`src/rtl/irq_pkg.sv`:
```
// Shared types and constants for the machine-mode interrupt controller.
package irq_pkg;

    typedef enum logic [1:0] {
        IDLE      = 2'd0,
        TRAP      = 2'd1,
        WAIT_MRET = 2'd2,
        ACK       = 2'd3
    } irq_state_e;

    localparam logic [31:0] MCAUSE_INT_BIT = 32'h8000_0000;
    localparam int unsigned IRQ_CAUSE_BASE = 16;
    localparam int unsigned MIE_IRQ_LSB    = 16;

    // Index width for n lines; at least one bit so a single line still has a port.
    function automatic int unsigned idx_width(input int unsigned n);
        return (n > 1) ? $clog2(n) : 1;
    endfunction

endpackage

```
`src/rtl/irq_arbiter.sv`:
```
// Combinational find-first-set over N request bits, starting at start_i and wrapping.
module irq_arbiter
    import irq_pkg::*;
#(
    parameter int unsigned N = 16,
    localparam int unsigned IW = idx_width(N)
) (
    input  logic [N-1:0]  req_i,
    input  logic [IW-1:0] start_i,
    output logic [IW-1:0] idx_c,
    output logic          valid_c
);

    // Scan from start_i upward modulo N; first set bit wins.
    always_comb begin
        idx_c   = '0;
        valid_c = 1'b0;
        for (int unsigned i = 0; i < N; i++) begin
            if (!valid_c && req_i[IW'((32'(start_i) + i) % N)]) begin
                valid_c = 1'b1;
                idx_c   = IW'((32'(start_i) + i) % N);
            end
        end
    end

endmodule

```
`src/rtl/irq_controller.sv`:
```
// Machine-mode interrupt controller: masks and prioritises device requests,
// raises a trap request with mcause, waits for mret, then acks the device.
// Optional macro IRQ_ROUND_ROBIN_EN: rotate arbitration start after each
// serviced interrupt instead of fixed lowest-index priority.
module irq_controller
    import irq_pkg::*;
#(
    parameter int unsigned IRQ_NUM = 16
) (
    input  logic               clk_i,
    input  logic               rst_i,
    input  logic [31:0]        mie_i,
    input  logic [IRQ_NUM-1:0] int_req_i,
    input  logic               trap_ack_i,
    input  logic               mret_i,
    output logic               int_o,
    output logic [31:0]        mcause_o,
    output logic [IRQ_NUM-1:0] int_rst_o
);

    localparam int unsigned IW = idx_width(IRQ_NUM);
    localparam logic [31:0] MIE_MASK = 32'(((64'd1 << IRQ_NUM) - 64'd1) << MIE_IRQ_LSB);

    irq_state_e         state_q, state_d;
    logic [IW-1:0]      idx_q, idx_d;
    logic [31:0]        mcause_q, mcause_d;
    logic               int_q, int_d;
    logic [IRQ_NUM-1:0] int_rst_q, int_rst_d;

    logic [IRQ_NUM-1:0] en_c;
    logic [IW-1:0]      start_c;
    logic [IW-1:0]      arb_idx_c;
    logic               arb_valid_c;
    logic               unused_mie_c;

    // Only the device-interrupt slice of mie gates requests.
    assign en_c         = int_req_i & mie_i[MIE_IRQ_LSB +: IRQ_NUM];
    assign unused_mie_c = |(mie_i & ~MIE_MASK);

`ifdef IRQ_ROUND_ROBIN_EN
    logic [IW-1:0] last_q, last_d;

    // Remember the line just acknowledged so the next search starts after it.
    always_comb begin
        last_d = last_q;
        if (state_q == ACK) begin
            last_d = idx_q;
        end
    end

    // Search start is one past the last serviced line, wrapping at IRQ_NUM.
    always_comb begin
        start_c = (last_q == IW'(IRQ_NUM - 1)) ? '0 : last_q + IW'(1);
    end

    // Last-serviced register; reset value makes the first grant fixed-priority.
    always_ff @(posedge clk_i or posedge rst_i) begin
        if (rst_i) begin
            last_q <= IW'(IRQ_NUM - 1);
        end else begin
            last_q <= last_d;
        end
    end
`else
    assign start_c = '0;
`endif

    irq_arbiter #(
        .N (IRQ_NUM)
    ) u_arbiter (
        .req_i   (en_c),
        .start_i (start_c),
        .idx_c   (arb_idx_c),
        .valid_c (arb_valid_c)
    );

    // Next-state and registered-output logic; a latched request is never cancelled.
    always_comb begin
        state_d   = state_q;
        idx_d     = idx_q;
        mcause_d  = mcause_q;
        int_d     = 1'b0;
        int_rst_d = '0;

        case (state_q)
            IDLE: begin
                if (arb_valid_c) begin
                    idx_d    = arb_idx_c;
                    mcause_d = MCAUSE_INT_BIT | (32'(IRQ_CAUSE_BASE) + 32'(arb_idx_c));
                    state_d  = TRAP;
                end
            end
            TRAP: begin
                // trap_ack_i takes precedence; a simultaneous mret_i is not consumed here.
                if (trap_ack_i) begin
                    state_d = WAIT_MRET;
                end
            end
            WAIT_MRET: begin
                if (mret_i) begin
                    state_d = ACK;
                end
            end
            ACK: begin
                state_d = IDLE;
            end
            default: begin
                state_d = IDLE;
            end
        endcase

        int_d     = (state_d == TRAP);
        int_rst_d = (state_d == ACK) ? (IRQ_NUM'(1) << idx_d) : '0;
    end

    // State and output registers; reset clears everything immediately.
    always_ff @(posedge clk_i or posedge rst_i) begin
        if (rst_i) begin
            state_q   <= IDLE;
            idx_q     <= '0;
            mcause_q  <= '0;
            int_q     <= 1'b0;
            int_rst_q <= '0;
        end else begin
            state_q   <= state_d;
            idx_q     <= idx_d;
            mcause_q  <= mcause_d;
            int_q     <= int_d;
            int_rst_q <= int_rst_d;
        end
    end

    assign int_o     = int_q;
    assign mcause_o  = mcause_q;
    assign int_rst_o = int_rst_q;

endmodule

```
`config.mk`:
```
export PLATFORM = sky130hd
export DESIGN_NAME = irq_controller
export DESIGN_NICKNAME = d
export VERILOG_FILES = /design/src/rtl/irq_pkg.sv /design/src/rtl/irq_arbiter.sv /design/src/rtl/irq_controller.sv
export SDC_FILE = /design/constraint.sdc
export NUM_CORES = 1
export LEC_CHECK = 0
export BUFFER_PORTS_ARGS = -buffer_cell sky130_fd_sc_hd__buf_2
export CAP_MARGIN = 25
export CORE_UTILIZATION = 41
export DETAILED_ROUTE_END_ITERATION = 7
export GPL_TIMING_DRIVEN = 1
export PLACE_DENSITY = 0.9
export SLEW_MARGIN = 20
export SYNTH_ARGS = -nofsm -noshare
export SYNTH_HDL_FRONTEND = slang
export SYNTH_SLANG_ARGS = --single-unit
```
`constraint.sdc`:
```
create_clock -name clk_i -period 1.7 [get_ports clk_i]
set_input_delay 0.255 -clock clk_i [delete_from_list [all_inputs] [get_ports clk_i]]
set_output_delay 0.255 -clock clk_i [all_outputs]
set_load 0.05 [all_outputs]
```
==> flow_results.xml <==
<?xml version="1.0" encoding="UTF-8"?>
<metrics>
  <group name="drt">
    <metric name="drt_pre_antenna_iters" unit="">4</metric>
    <metric name="post-route-drc-count" unit="">0</metric>
    <metric name="vias" unit="">1311</metric>
    <metric name="initialDrtViolationCount" unit="">30</metric>
    <metric name="wl_per_instance" unit="um">12.1</metric>
    <metric name="detail_route.vias_per_cell" unit="">4.87</metric>
    <metric name="antenna_violating_nets_post_route" unit="">0</metric>
    <metric name="routed_wl" unit="um">3240</metric>
  </group>
  <group name="finish">
    <metric name="drive_gt1_share" unit="%">41.3</metric>
    <metric name="final_core_utilization" unit="%">56.3</metric>
    <metric name="design_area" unit="um^2">1920</metric>
    <metric name="nNetsFinal" unit="">276</metric>
    <metric name="syn_to_layout_area_delta" unit="%">29.0</metric>
    <metric name="antenna-diode-count" unit="">0</metric>
  </group>
  <group name="sta">
    <metric name="report.final.setup_viol" unit="">0</metric>
    <metric name="final_critical_period" unit="ns">1.60</metric>
    <metric name="timing.clock.skew" unit="ns">0.00590</metric>
    <metric name="drv_slew" unit="">0</metric>
    <metric name="grt_setup_unrepaired" unit="">false</metric>
    <metric name="final.setup.worst_slack" unit="ns">0.105</metric>
    <metric name="final_min_period_over_clock_period" unit="%">93.8</metric>
    <metric name="fmax" unit="MHz">627</metric>
    <metric name="number_of_failing_hold_endpoints_at_the_final_stage" unit="">0</metric>
  </group>
  <group name="floorplanning">
    <metric name="die_w" unit="um">62.3</metric>
    <metric name="design.core.area" unit="um^2">3420</metric>
    <metric name="fp.dieArea" unit="um^2">3880</metric>
    <metric name="overall_die_height" unit="um">62.3</metric>
    <metric name="top_level_ports" unit="">101</metric>
    <metric name="core.rowCount" unit="">21</metric>
    <metric name="start_util" unit="%">43.7</metric>
  </group>
  <group name="global_route">
    <metric name="globalRouteOverflowTotal" unit="">0</metric>
    <metric name="grt_antenna_before_repair" unit="">0</metric>
    <metric name="globalRouteTotalUtil" unit="%">17.5</metric>
    <metric name="grt_start_max_net_pins" unit="">29</metric>
    <metric name="first_global_vias" unit="">1314</metric>
    <metric name="global_route_wire_length_before_repair" unit="um">5440</metric>
  </group>
  <group name="yosys">
    <metric name="synth_common_cells" unit="">28 x dfrtp_1, 27 x buf_4, 15 x nor2_1, 9 x nor3_1, 8 x a21oi_1</metric>
    <metric name="synth_cells" unit="">147</metric>
    <metric name="synth-async-reset-ratio" unit="%">100</metric>
    <metric name="synth.ff_latch_count" unit="">28</metric>
    <metric name="most_common_flop_cell_mapped_by_yosys" unit="">dfrtp_1</metric>
    <metric name="number_of_flops_mapped_to_enable_cells_by_yosys" unit="">0</metric>
    <metric name="ys_top_cells_by_area" unit="">dfrtp_1 47%, buf_4 14%, nor2_1 3.8%</metric>
    <metric name="yosys.cell_count.top_type" unit="">dfrtp_1</metric>
    <metric name="syn_avg_cell_area" unit="um^2">10.1</metric>
    <metric name="synthDistinctLibCells" unit="">40</metric>
    <metric name="synth_sequential_area_ratio" unit="%">47.0</metric>
    <metric name="netlist.area_leader.share" unit="%">47.0</metric>
    <metric name="netlist.top_cell.by_area" unit="">dfrtp_1</metric>
    <metric name="total_standard_cell_area_after_synthesis" unit="um^2">1490</metric>
    <metric name="yosys_warnings" unit="">0</metric>
  </group>
  <group name="clock_tree">
    <metric name="cts.reportedPaths.clkPinSlew" unit="ns">0.15</metric>
    <metric name="tritoncts.num_buffers" unit="">3</metric>
    <metric name="clock-root-buffer" unit="">clkbuf_4</metric>
    <metric name="post-cts-setup-buffer-count" unit="">0</metric>
    <metric name="cts.sink_count" unit="">28</metric>
    <metric name="ctsHtreeMaxLevel" unit="">1</metric>
    <metric name="cts.path.max_buffers" unit="">2</metric>
    <metric name="clkLatencyLatePin" unit="ns">0.33</metric>
    <metric name="tritoncts_clock_tree" unit="">done</metric>
  </group>
  <group name="setup_path">
    <metric name="slowest_stage" unit="">dfrtp_1</metric>
    <metric name="timing.critical_path.from" unit="">state_q[1]$_DFF_PP0_</metric>
    <metric name="crit_path_start_kind" unit="">flip-flop</metric>
    <metric name="worstSetupPathType" unit="">flip-flop to flip-flop</metric>
    <metric name="cp_cell_sequence" unit="">buf_4 -&gt; nor2_2 -&gt; nor2_1 -&gt; a211o_1 -&gt; or2_4 -&gt; nor3_1</metric>
    <metric name="critPathRequiredTime" unit="ns">1.95</metric>
    <metric name="cp.arrival" unit="ns">1.85</metric>
    <metric name="slowest_delay" unit="ns">0.41</metric>
    <metric name="cp_num_buf_inv" unit="">1</metric>
    <metric name="critical_path.endpoint_type" unit="">flip-flop</metric>
    <metric name="rr_startpoint" unit="">state_q[1]$_DFF_PP0_</metric>
    <metric name="worstPathMaxFanout" unit="">9</metric>
    <metric name="critPathTopFamily" unit="">simple AND/OR/NAND/NOR gates</metric>
  </group>
  <group name="worst_hold_path">
    <metric name="holdCritStartpoint" unit="">trap_ack_i</metric>
    <metric name="holdCritPathClass" unit="">input pin to flip-flop</metric>
  </group>
  <group name="flow_run">
    <metric name="maxCapViolCount" unit="">0</metric>
  </group>
  <group name="placement">
    <metric name="numPortBuffers" unit="">58</metric>
    <metric name="postPlaceCellArea" unit="um^2">1840</metric>
    <metric name="routabilityCongestion" unit="">0.797</metric>
    <metric name="place_ws" unit="ns">-0.242</metric>
    <metric name="dp_hpwl" unit="um">2620</metric>
  </group>
  <group name="run_status">
    <metric name="run_status" unit="">completed</metric>
  </group>
  <group name="power">
    <metric name="power_density" unit="nW/um^2">1450</metric>
    <metric name="static-leakage-power" unit="nW">1.03</metric>
    <metric name="comb_power_share" unit="%">51.9</metric>
    <metric name="netSwitchingFraction" unit="%">45.0</metric>
    <metric name="vdd.ir_drop.worst" unit="uV">519</metric>
    <metric name="int_pwr" unit="W">0.00153</metric>
    <metric name="total_switching_power" unit="W">0.00126</metric>
    <metric name="seqPwrFrac" unit="%">32.7</metric>
    <metric name="power.share.clock" unit="%">15.4</metric>
  </group>
</metrics>
-- worst min-delay path: stages --
cell	delay, ns
buf_2	0.10
nand2_1	0.05
mux2i_1	0.06
-- cell type report --
type | count | area [um^2]
fill | 284 | 1490
sequential | 28 | 701
clock inverter | 1 | 30.0
inverter | 4 | 17.5
multi-input combinational | 111 | 668
timing repair buffer | 76 | 428
clock buffer | 3 | 22.5
tap | 46 | 57.6
-- power groups by stage --
stage / registers, W / clock network, W / logic, W
2_1_floorplan: 0.00119 / 0 / 0.000739
3_3_place_gp: 0.000910 / 0 / 0.00135
3_5_place_dp: 0.000924 / 0 / 0.00138
4_1_cts: 0.000908 / 0.000427 / 0.00142
5_1_grt: 0.000925 / 0.000474 / 0.00155
6_report: 0.000912 / 0.000430 / 0.00145
-- layout by cell type (no fill, tap or decap), types with 3 or more instances in the layout --
master,n
buf_4,17
clkbuf_4,3
nor3_1,7
nor2_1,14
nand2_1,7
inv_1,3
a21oi_1,7
dfrtp_1,28
a32oi_1,3
buf_2,58
o21bai_1,4
conb_1,26
or2_2,3
a22o_1,5
-- cell families after synthesis --
| kind of cell | count (synthesis) | synth area share [%] |
|---|---|---|
| AND/OR/NAND/NOR | 47 | 16.2 |
| AO/OA/AOI/OAI | 37 | 20.1 |
| buffers and inverters | 33 | 15.8 |
| flip-flops | 28 | 47.0 |
| multiplexers | 1 | 0.671 |
| other | 1 | 0.251 |
-- sequential cells by signal, indices dropped and copies added, names as in the netlist --
register   cells
int_o          1
state_q        2
idx_q          4
int_rst_o     16
mcause_o       5
-- final timing paths --
kind                                      endpoint  slack, ns  cells past startpoint
max                        int_rst_o[12]$_DFF_PP0_       0.10                      6
min in group asynchronous   int_rst_o[4]$_DFF_PP0_       0.51                      4
min reg2reg                mcause_o[4]$_DFFE_PP0P_       0.52                      1
max reg2reg                int_rst_o[12]$_DFF_PP0_       0.10                      6
max in group asynchronous  mcause_o[1]$_DFFE_PP0P_       0.95                      4
min                           state_q[1]$_DFF_PP0_       0.17                      3
-- stage by stage --
| step | cells | hold WS [ns] | setup TNS, ns | total power [W] |
|---|---|---|---|---|
| finish | 269 | 0.168 | 0 | 0.00279 |
| detailed placement | 264 | 0.332 | -2.47 | 0.00231 |
| global route | 269 | 0.182 | 0 | 0.00295 |
| CTS | 269 | 0.171 | 0 | 0.00276 |
| floorplan | 172 | 0.320 | 0 | 0.00193 |
| global placement | 264 | 0.324 | -2.08 | 0.00226 |
-- per-layer routing --
metal | track usage (%) | share of wire (%)
met3 | 2.76 | 5.1
met1 | 17.6 | 37
met5 | 0 | 0
met4 | 9.30 | 3.2
met2 | 33.9 | 55
-- what timing repair did --
| action | 4_1_cts | 5_1_grt |
|---|---|---|
| pin swaps | 0 | 0 |
| endpoints found under the hold margin | 28 | 0 |
| setup endpoints to repair | 4 | 5 |
| gates resized for setup | 2 | 3 |
| hold buffers | 1 | 0 |
(Power assumes the default switching activity.)
